### src/rtl/sseg_scan_driver_pkg.sv
// Purpose: shared constants and BCD-to-segment lookup for the scan driver.
// Latency: n/a (constants and a pure function only).
// Backpressure: n/a.
// Contents: DP bit position, active-low patterns 0-9, DASH, BLANK, bcd_to_seg().
package sseg_pkg;

  localparam int DP = 7;

  localparam logic [7:0] SEG_0     = 8'hC0;
  localparam logic [7:0] SEG_1     = 8'hF9;
  localparam logic [7:0] SEG_2     = 8'hA4;
  localparam logic [7:0] SEG_3     = 8'hB0;
  localparam logic [7:0] SEG_4     = 8'h99;
  localparam logic [7:0] SEG_5     = 8'h92;
  localparam logic [7:0] SEG_6     = 8'h82;
  localparam logic [7:0] SEG_7     = 8'hF8;
  localparam logic [7:0] SEG_8     = 8'h80;
  localparam logic [7:0] SEG_9     = 8'h98;
  localparam logic [7:0] SEG_DASH  = 8'hBF;
  localparam logic [7:0] SEG_BLANK = 8'hFF;

  // Active-low pattern, dp unlit; non-decimal codes render as a dash.
  function automatic logic [7:0] bcd_to_seg(input logic [3:0] bcd);
    logic [7:0] pat;
    case (bcd)
      4'd0:    pat = SEG_0;
      4'd1:    pat = SEG_1;
      4'd2:    pat = SEG_2;
      4'd3:    pat = SEG_3;
      4'd4:    pat = SEG_4;
      4'd5:    pat = SEG_5;
      4'd6:    pat = SEG_6;
      4'd7:    pat = SEG_7;
      4'd8:    pat = SEG_8;
      4'd9:    pat = SEG_9;
      default: pat = SEG_DASH;
    endcase
    return pat;
  endfunction

endpackage

### src/rtl/sseg_scan_driver_if.sv
// Purpose: display request bundle and board pin bundle for the scan driver.
// Latency: n/a (wires only).
// Backpressure: none; display requests are level signals sampled once per frame.
// master = timekeeping/setup side (drives requests, sees pins);
// slave  = scan driver (consumes requests, drives SSEG/SSEGD/SSEG_COL).
interface sseg_scan_driver_if #(
  parameter int NUM_DIGITS = 4
);
  logic [4*NUM_DIGITS-1:0] digits_in;
  logic [NUM_DIGITS-1:0]   dp_in;
  logic [NUM_DIGITS-1:0]   blink_mask;
  logic                    blank_lead;
  logic                    colon_en;
  logic                    colon_blink;
  logic [7:0]              SSEG;
  logic [NUM_DIGITS-1:0]   SSEGD;
  logic                    SSEG_COL;

  modport master (
    output digits_in, dp_in, blink_mask, blank_lead, colon_en, colon_blink,
    input  SSEG, SSEGD, SSEG_COL
  );

  modport slave (
    input  digits_in, dp_in, blink_mask, blank_lead, colon_en, colon_blink,
    output SSEG, SSEGD, SSEG_COL
  );
endinterface

### src/rtl/sseg_scan_driver_decode.sv
// Purpose: final 8-bit segment pattern for the digit in the current slot.
// Latency: combinational.
// Backpressure: none.
// Ports: bcd/dp/blank in, active_low selects pin polarity, seg out (bit 7 = dp).
module sseg_decode
  import sseg_pkg::*;
(
  input  logic [3:0] bcd,
  input  logic       dp,
  input  logic       blank,
  input  logic       active_low,
  output logic [7:0] seg
);

  logic [7:0] pat;

  always_comb begin
    pat = bcd_to_seg(bcd);
    if (dp) begin
      pat[DP] = 1'b0;
    end
    // Blank wins over everything, decimal point included.
    if (blank) begin
      pat = SEG_BLANK;
    end
    seg = active_low ? pat : ~pat;
  end

endmodule

### src/rtl/sseg_scan_driver.sv
// Purpose: multiplexed seven-segment scan with blink, colon, lead-zero blanking.
// Latency: input change reaches the pins at the next frame start (<= 1 frame).
// Backpressure: none; inputs are sampled, never stalled.
// Ports: clk, rst_n (async, active-low), bus (slave modport: requests in, pins out).
module sseg_scan_driver
  import sseg_pkg::*;
#(
  parameter int NUM_DIGITS = 4,
  parameter int SCAN_DIV   = 12500,
  parameter int BLINK_DIV  = 25,
  parameter int ACTIVE_LOW = 1
) (
  input  logic            clk,
  input  logic            rst_n,
  sseg_scan_driver_if.slave bus
);

  localparam int DIV_W = (SCAN_DIV   > 1) ? $clog2(SCAN_DIV)   : 1;
  localparam int IDX_W = (NUM_DIGITS > 1) ? $clog2(NUM_DIGITS) : 1;
  localparam int BLK_W = (BLINK_DIV  > 1) ? $clog2(BLINK_DIV)  : 1;

  localparam logic                  AL       = (ACTIVE_LOW != 0);
  localparam logic [7:0]            SSEG_OFF = AL ? 8'hFF : 8'h00;
  localparam logic [NUM_DIGITS-1:0] EN_OFF   = {NUM_DIGITS{AL}};
  localparam logic                  COL_OFF  = AL;

  logic [DIV_W-1:0]        div_cnt_q, div_cnt_d;
  logic [IDX_W-1:0]        scan_idx_q, scan_idx_d;
  logic [BLK_W-1:0]        blink_cnt_q, blink_cnt_d;
  logic                    blink_phase_q, blink_phase_d;

  // Per-frame snapshot; blink phase is included so a frame never changes
  // its blink state halfway through.
  logic [4*NUM_DIGITS-1:0] sh_digits_q, sh_digits_d;
  logic [NUM_DIGITS-1:0]   sh_dp_q, sh_dp_d;
  logic [NUM_DIGITS-1:0]   sh_mask_q, sh_mask_d;
  logic                    sh_lead_q, sh_lead_d;
  logic                    sh_phase_q, sh_phase_d;

  logic [7:0]              sseg_q, sseg_d;
  logic [NUM_DIGITS-1:0]   ssegd_q, ssegd_d;
  logic                    col_q, col_d;

  logic                    tick;
  logic                    frame_start;
  logic [4*NUM_DIGITS-1:0] src_digits;
  logic [NUM_DIGITS-1:0]   src_dp;
  logic [NUM_DIGITS-1:0]   src_mask;
  logic                    src_lead;
  logic                    src_phase;
  logic [NUM_DIGITS-1:0]   lead_zero;
  logic                    zero_run;
  logic [NUM_DIGITS-1:0]   onehot;
  logic [3:0]              slot_bcd;
  logic                    slot_dp;
  logic                    slot_blank;
  logic                    col_lit;
  logic [7:0]              dec_seg;

  // Divider, scan index, blink counter.
  always_comb begin
    tick        = (div_cnt_q == DIV_W'(SCAN_DIV - 1));
    frame_start = tick && (scan_idx_q == '0);

    div_cnt_d = tick ? '0 : div_cnt_q + 1'b1;

    scan_idx_d = scan_idx_q;
    if (tick) begin
      scan_idx_d = (scan_idx_q == IDX_W'(NUM_DIGITS - 1)) ? '0 : scan_idx_q + 1'b1;
    end

    blink_cnt_d   = blink_cnt_q;
    blink_phase_d = blink_phase_q;
    if (frame_start) begin
      if (blink_cnt_q == BLK_W'(BLINK_DIV - 1)) begin
        blink_cnt_d   = '0;
        blink_phase_d = ~blink_phase_q;
      end else begin
        blink_cnt_d = blink_cnt_q + 1'b1;
      end
    end
  end

  // Digit 0 reads the live inputs (the same values being captured), every
  // later slot reads the snapshot, so a frame is always self-consistent.
  always_comb begin
    src_digits = frame_start ? bus.digits_in  : sh_digits_q;
    src_dp     = frame_start ? bus.dp_in      : sh_dp_q;
    src_mask   = frame_start ? bus.blink_mask : sh_mask_q;
    src_lead   = frame_start ? bus.blank_lead : sh_lead_q;
    src_phase  = frame_start ? blink_phase_q  : sh_phase_q;

    sh_digits_d = src_digits;
    sh_dp_d     = src_dp;
    sh_mask_d   = src_mask;
    sh_lead_d   = src_lead;
    sh_phase_d  = src_phase;
  end

  // Lead-zero prefix: digit i blanks only if every digit to its left and
  // itself are zero; the rightmost digit always shows.
  always_comb begin
    zero_run  = 1'b1;
    lead_zero = '0;
    for (int i = 0; i < NUM_DIGITS; i++) begin
      zero_run     = zero_run && (src_digits[4*i +: 4] == 4'd0);
      lead_zero[i] = src_lead && zero_run && (i < NUM_DIGITS - 1);
    end
  end

  // Slot mux onto the single decoder.
  always_comb begin
    slot_bcd   = 4'd0;
    slot_dp    = 1'b0;
    slot_blank = 1'b0;
    onehot     = '0;
    for (int i = 0; i < NUM_DIGITS; i++) begin
      if (scan_idx_q == IDX_W'(i)) begin
        onehot[i]  = 1'b1;
        slot_bcd   = src_digits[4*i +: 4];
        slot_dp    = src_dp[i];
        slot_blank = (src_mask[i] && src_phase) || lead_zero[i];
      end
    end
    col_lit = bus.colon_en && !(bus.colon_blink && src_phase);
  end

  sseg_decode u_decode (
    .bcd        (slot_bcd),
    .dp         (slot_dp),
    .blank      (slot_blank),
    .active_low (AL),
    .seg        (dec_seg)
  );

  // Pin registers change only on tick.
  always_comb begin
    sseg_d  = sseg_q;
    ssegd_d = ssegd_q;
    col_d   = col_q;
    if (tick) begin
      sseg_d  = dec_seg;
      ssegd_d = AL ? ~onehot : onehot;
      col_d   = col_lit ^ COL_OFF;
    end
  end

  always_ff @(posedge clk or negedge rst_n) begin
    if (!rst_n) begin
      div_cnt_q     <= '0;
      scan_idx_q    <= '0;
      blink_cnt_q   <= '0;
      blink_phase_q <= 1'b0;
      sh_digits_q   <= '0;
      sh_dp_q       <= '0;
      sh_mask_q     <= '0;
      sh_lead_q     <= 1'b0;
      sh_phase_q    <= 1'b0;
      sseg_q        <= SSEG_OFF;
      ssegd_q       <= EN_OFF;
      col_q         <= COL_OFF;
    end else begin
      div_cnt_q     <= div_cnt_d;
      scan_idx_q    <= scan_idx_d;
      blink_cnt_q   <= blink_cnt_d;
      blink_phase_q <= blink_phase_d;
      sh_digits_q   <= sh_digits_d;
      sh_dp_q       <= sh_dp_d;
      sh_mask_q     <= sh_mask_d;
      sh_lead_q     <= sh_lead_d;
      sh_phase_q    <= sh_phase_d;
      sseg_q        <= sseg_d;
      ssegd_q       <= ssegd_d;
      col_q         <= col_d;
    end
  end

  assign bus.SSEG     = sseg_q;
  assign bus.SSEGD    = ssegd_q;
  assign bus.SSEG_COL = col_q;

endmodule

### src/flat_wrapper.sv
// flat-port wrapper written by rule: the top's interface ports become plain ports
module sseg_scan_driver_flat import sseg_pkg::*;
#(
  parameter int NUM_DIGITS = 4,
  parameter int SCAN_DIV   = 12500,
  parameter int BLINK_DIV  = 25,
  parameter int ACTIVE_LOW = 1
)
  (clk, rst_n, bus_digits_in, bus_dp_in, bus_blink_mask, bus_blank_lead, bus_colon_en, bus_colon_blink, bus_SSEG, bus_SSEGD, bus_SSEG_COL);
  sseg_scan_driver_if #(.NUM_DIGITS(NUM_DIGITS)) bus_i ();
  input  logic clk;
  input  logic rst_n;
  input wire logic [$bits(bus_i.digits_in)-1:0] bus_digits_in;
  input wire logic [$bits(bus_i.dp_in)-1:0] bus_dp_in;
  input wire logic [$bits(bus_i.blink_mask)-1:0] bus_blink_mask;
  input wire logic [$bits(bus_i.blank_lead)-1:0] bus_blank_lead;
  input wire logic [$bits(bus_i.colon_en)-1:0] bus_colon_en;
  input wire logic [$bits(bus_i.colon_blink)-1:0] bus_colon_blink;
  output wire logic [$bits(bus_i.SSEG)-1:0] bus_SSEG;
  output wire logic [$bits(bus_i.SSEGD)-1:0] bus_SSEGD;
  output wire logic [$bits(bus_i.SSEG_COL)-1:0] bus_SSEG_COL;
  assign bus_i.digits_in = bus_digits_in;
  assign bus_i.dp_in = bus_dp_in;
  assign bus_i.blink_mask = bus_blink_mask;
  assign bus_i.blank_lead = bus_blank_lead;
  assign bus_i.colon_en = bus_colon_en;
  assign bus_i.colon_blink = bus_colon_blink;
  assign bus_SSEG = bus_i.SSEG;
  assign bus_SSEGD = bus_i.SSEGD;
  assign bus_SSEG_COL = bus_i.SSEG_COL;
  sseg_scan_driver #(.NUM_DIGITS(NUM_DIGITS), .SCAN_DIV(SCAN_DIV), .BLINK_DIV(BLINK_DIV), .ACTIVE_LOW(ACTIVE_LOW)) u_core (.clk(clk), .rst_n(rst_n), .bus(bus_i));
endmodule
### config.mk
export PLATFORM = sky130hd
export DESIGN_NAME = sseg_scan_driver_flat
export DESIGN_NICKNAME = d
export VERILOG_FILES = /design/src/rtl/sseg_scan_driver_pkg.sv /design/src/rtl/sseg_scan_driver_if.sv /design/src/rtl/sseg_scan_driver_decode.sv /design/src/rtl/sseg_scan_driver.sv /design/src/flat_wrapper.sv
export SDC_FILE = /design/constraint.sdc
export NUM_CORES = 1
export LEC_CHECK = 0
export ABC_AREA = 1
export CAP_MARGIN = 10
export CORE_MARGIN = 2
export CORE_UTILIZATION = 45
export CTS_CLUSTER_DIAMETER = 80
export DETAILED_ROUTE_END_ITERATION = 10
export PLACE_DENSITY = 0.68
export SYNTH_ARGS = -nofsm -noshare
export SYNTH_HDL_FRONTEND = slang
export SYNTH_SLANG_ARGS = --single-unit
### constraint.sdc
create_clock -name clk -period 6.1 [get_ports clk]
set_input_delay 0.915 -clock clk [delete_from_list [all_inputs] [get_ports clk]]
set_output_delay 0.915 -clock clk [all_outputs]
set_load 0.02 [all_outputs]
# Word-level counts from Yosys, hierarchy flattened
# Memory sizes are Yosys's and may differ from the RTL's.
# Cells that the tools add are included.
# word_totals
reg_bits	61
rom_bits	112
in_bits	29
output_inout_bits	13
elab_cells	71
memories	1
# mem_list
name	depth	width	read_ports	rd_ports_with_merged_regs	wr	line	text
(no name shown)	16	7	1	0	0	sseg_scan_driver_pkg.sv:25	case (bcd)
# op_classes
n_addsub	3
n_eq_ne	5
muxes	26
bitwise	3
reduce_logical	21
# op_table
cell	n
two-way mux 4 bit	6
two-way mux 16 bit	1
two-way mux 1 bit	15
adder 14 x 1 -> 14 bit (second input constant)	1
equality test 14 bit (second input constant)	1
two-way mux 14 bit	1
logical AND 1 bit	12
logical NOT 4 bit	3
two-way mux 8 bit	1
adder 5 x 1 -> 5 bit (second input constant)	1
equality test 5 bit (second input constant)	1
two-way mux 5 bit	1
equality test 2 bit (second input constant)	2
NOT 4 bit	1
logical OR 1 bit	3
adder 2 x 1 -> 2 bit (second input constant)	1
equality test 2 x 1 -> 1 bit (second input constant)	1
logical NOT 2 bit	1
two-way mux 2 bit	1
NOT 1 bit	2
AND reduction 2 bit	1
logical NOT 1 bit	1

# Longest topological paths before layout
# logic_depth
depth_word	11
depth_mapped	20
ltp_nobuf	19

# Hierarchy
# From an unflattened synthesis, not the netlist that was laid out.
# hier_totals
hier_cells	449
area_unflattened_um2	3399.5
# modules_own_cells
module	instances	cells_per_inst	area_each_um2	seq_area_each_um2
sseg_scan_driver	1	386	3072.9	1542.7
sseg_decode	1	63	326.6	0.0

# Least setup slack after synthesis
# Ideal clock, no wire load.
# synth_timing
path_type	reg-to-reg
from	register u_core.div_cnt_q[0]
to	register u_core.sseg_q[3], in the netlist u_core.bus.SSEG[3]
arrival_ns	2.347
required_ns	6.020
path_slack_ns	3.673
stages_incl_launch_ff	19
path_buffers	1
path_cell_list	dfrtp_1 ha_1 inv_1 nor2_1 nand2_1 nor2_4 nand3_4 buf_6 nand2_1 nand3_1 nand3_1 nand2_1 nand2_1 inv_1 ha_1 a21boi_1 nor2_1 nor2_1 a21oi_2
# synth_via
elab_chain_cells	11
word_cells_on_any_way	31
classes_between	eq/ne: 1; mux: 13; reduce/logical: 16; memory: 1
# synth_lines
item	line	text
from (decl)	sseg_scan_driver.sv:27	logic [DIV_W-1:0] div_cnt_q, div_cnt_d;
from (signal assigned)	sseg_scan_driver.sv:163	div_cnt_q <= div_cnt_d;
equality test 14 bit (*)	sseg_scan_driver.sv:62	tick = (div_cnt_q == DIV_W'(SCAN_DIV - 1));
branches (longest 10 deep; another with memory (16 x 7 bit))	n/a	
to (signal assigned)	sseg_scan_driver.sv:172	sseg_q <= sseg_d;
to (decl)	sseg_scan_driver.sv:40	logic [7:0] sseg_q, sseg_d;
# Every way passes the cells marked *.
# A chain may end at the register's enable or synchronous reset.

# Worst setup path in the final report
# layout_timing
from	register u_core.scan_idx_q[0]
to	register u_core.sseg_q[3], in the netlist u_core.bus.SSEG[3]
# layout_via
word_cells_on_any_way	34
classes_between	eq/ne: 3; mux: 13; reduce/logical: 17; memory: 1
# layout_rtl
item	line	text
from (decl)	sseg_scan_driver.sv:28	logic [IDX_W-1:0] scan_idx_q, scan_idx_d;
from (signal assigned)	sseg_scan_driver.sv:164	scan_idx_q <= scan_idx_d;
logical NOT 2 bit	sseg_scan_driver.sv:63	frame_start = tick && (scan_idx_q == '0);
logical AND 1 bit	sseg_scan_driver.sv:63	
two-way mux 16 bit	sseg_scan_driver.sv:87	src_digits = frame_start ? bus.digits_in : sh_digits_q;
net u_core.sh_digits_d[12]	sseg_scan_driver.sv:34	logic [4*NUM_DIGITS-1:0] sh_digits_q, sh_digits_d;
two-way mux 4 bit	sseg_scan_driver.sv:118	if (scan_idx_q == IDX_W'(i)) begin
memory (16 x 7 bit)	n/a	
two-way mux 8 bit	sseg_scan_driver_decode.sv:23	if (blank) begin
# The timed path passes the listed nets, and every way through them passes these cells.

==> run summary <==
EDFF count, synth: 0
Synth top area share: 34.9%
WS Path Type: flop to flop
Clk sink count: 61
RSZ-0062 raised after global routing: false
GRT Util Overall: 19.7%
Worst-case reg-to-reg path depth: 14
Worst Path Max Fanout: 13
Fillcell total: 659
Syn nets: 484
Run status: completed
Synth area leaders: dfrtp_1 35%, nand2_1 13%, dfstp_2 9.9%
Vias per cell: 4.84
Setup slack, reg-to-reg: 3000 ps
Chip width: 91.5 um
TritonRoute pass-1 iters: 4
Starting Density: 47.0%
Ant. Diodes: 0
Measured slew at the worst slew-check pin: 766 ps
Clk root buf: clkbuf_8
Max-cap violations: 0
Multi-input gate area: 1550 sq um
Ys async rst share: 100%
CTS tree: done
Worst ir drop on vdd: 0.135 mV
Clk buf depth: 2
RePlAce Congestion: 0.877
Clock transition at path regs: 60 ps
Routed wire per std cell: 12.6 um
Initial drt markers: 154
I/O pin total: 42
Tmin final: 3100 ps
WHS: 471 ps
Slew headroom: 48.9%
Antenna-violating nets left: 0
Final net count: 530
Pins Over Slew Limit: 0
H-tree levels: 3
Vias: 2868
Worst skew pair latency: 340 ps
Number of synthesized register bits: 61
Commonest cells in the synthesized netlist: 116 x nand2_1, 74 x inv_1, 49 x nor2_1
TNS Setup: 0 ps
Hold violation total from the final report: 0
Register area share after synthesis: 44.8%
Post-synth cell types: 34
Syn avg cell area: 7.77 sq um
First-pass GRT wire length: 13200 um
Setup violations, final: 0
Share of layout cells above drive strength 1: 13.2%
Main flop type after synthesis: dfrtp_1
Initial antenna violation count: 0
Cell Rows: 31
Drc violations: 0
Critical Path AT: 3360 ps
Skew final: 7.71 ps
CTS buffer count: 9
Leakage: 2.08 nW
Setup bufs post-CTS: 0
Core area: 7330 sq um
GR Overflow Total: 0
Die H: 91.5 um
Gate Count Post-Synth: 443
Largest net degree at the start of global routing: 62
Die area: 8370 sq um
Yosys warning total: 0
Fmax: 323 MHz
Startpoint Class: flop
Period utilization: 50.8%
Critical Path RT: 6360 ps
Pwr/cell area: 191 nW/um^2
Post_cts resized: 0
Leading area contributor after synthesis: dfrtp_1
HPWL after DPL: 5430 um
IO buf count: 41
FF+latch area: 1540 sq um
Top-count cell post-synth: nand2_1
Worst hold path cell count: 1
Worst Setup End Kind: flop
Vias in the first global route: 2892
Min-delay worst type: flop to flop
Hold_buf cts: 0
Post-detailed-routing wire length: 7450 um
Total power: 0.786 mW
Area grow syn2layout: 19.4%
Post-synthesis cell area: 3440 sq um
cell families after synthesis:
kind of cell / share of synthesized area [%]
fa+ha+maj: 4.36
flops: 44.8
xor+xnor: 0.763
buf+inv: 10.1
simple gates: 32.4
compound gates: 7.56
routing by layer:
| metal | track usage [%] | vias up | wire (um) |
|---|---|---|---|
| met5 | 0 | - | 0 |
| met4 | 5.56 | 0 | 73 |
| met3 | 5.23 | 8 | 374 |
| met2 | 32.7 | 55 | 3520 |
| met1 | 25.5 | 1335 | 3480 |
| li1 | - | 1470 | - |
cell type report:
cell class                 count  area share, %
inverter                      77           7.15
sequential                    61           37.5
timing repair buffer          42           10.0
clock buffer                  15           3.80
tap                           99           3.01
multi-input combinational    298           37.7
clock inverter                 1          0.730
power by group:
part	switching [mW]	total (mW)	internal, mW	leakage (nW)
clock network	0.151	0.353	0.201	0.0919
logic	0.0122	0.0283	0.0161	1.27
registers	0	0.405	0.405	0.719
placed cells by master (no fill, tap or decap), drive strengths merged, types with 2 or more instances in the layout:
| master | count |
|---|---|
| or2 | 2 |
| o21ai | 17 |
| clkbuf | 15 |
| inv | 76 |
| nand4 | 11 |
| nor3 | 5 |
| dfrtp | 48 |
| nand2 | 132 |
| clkdlybuf4s50 | 40 |
| nor4 | 2 |
| nor2 | 53 |
| o211ai | 2 |
| a31oi | 3 |
| buf | 2 |
| dfstp | 13 |
| nand3 | 37 |
| xor2 | 3 |
| a21oi | 15 |
| ha | 12 |
sequential cells by signal, summed over array words and instances, names as in the netlist:
register / count
u_core.bus.SSEG_COL: 1
u_core.sh_dp_q: 4
u_core.div_cnt_q: 14
u_core.sh_lead_q: 1
u_core.sh_phase_q: 1
u_core.blink_cnt_q: 5
u_core.bus.SSEG: 8
u_core.sh_mask_q: 4
u_core.blink_phase_q: 1
u_core.sh_digits_q: 16
u_core.bus.SSEGD: 4
u_core.scan_idx_q: 2
stage by stage:
step                      std cells  cell area [sq um]  util [%]  setup slack [ps]
after floorplan                 443               3440         -              3670
after global placement          577               3930      53.5              3130
after detailed placement        577               3930      53.5              2990
after CTS                       593               4110      56.1              2970
after global routing            593               4110      56.1              2600
final                           593               4110      56.1              3000
worst max-delay path, cell delays in order (launching register included):
cell and delay, ps:
dfrtp_1 410, inv_1 130, ha_1 420, nand3_1 450, inv_1 440, nand2_1 90, nand2_1 90, nand2_1 50
nand2_1 150, inv_1 100, ha_1 270, a21boi_1 190, nor2_1 70, nor2_1 110, a21oi_2 60
worst paths after layout:
kind	from	endpoint
worst max-delay path	u_core.scan_idx_q[0]$_DFFE_PN0N_	u_core.bus.SSEG[3]$_DFFE_PN1N_
worst min-delay path	u_core.div_cnt_q[0]$_DFF_PN0_	u_core.div_cnt_q[0]$_DFF_PN0_
worst max register to register	u_core.scan_idx_q[0]$_DFFE_PN0N_	u_core.bus.SSEG[3]$_DFFE_PN1N_
worst min register to register	u_core.div_cnt_q[0]$_DFF_PN0_	u_core.div_cnt_q[0]$_DFF_PN0_
max in group asynchronous	rst_n	u_core.div_cnt_q[1]$_DFF_PN0_
min in group asynchronous	rst_n	u_core.sh_digits_q[3]$_DFF_PN0_
Power figures use the tool's default switching activity.
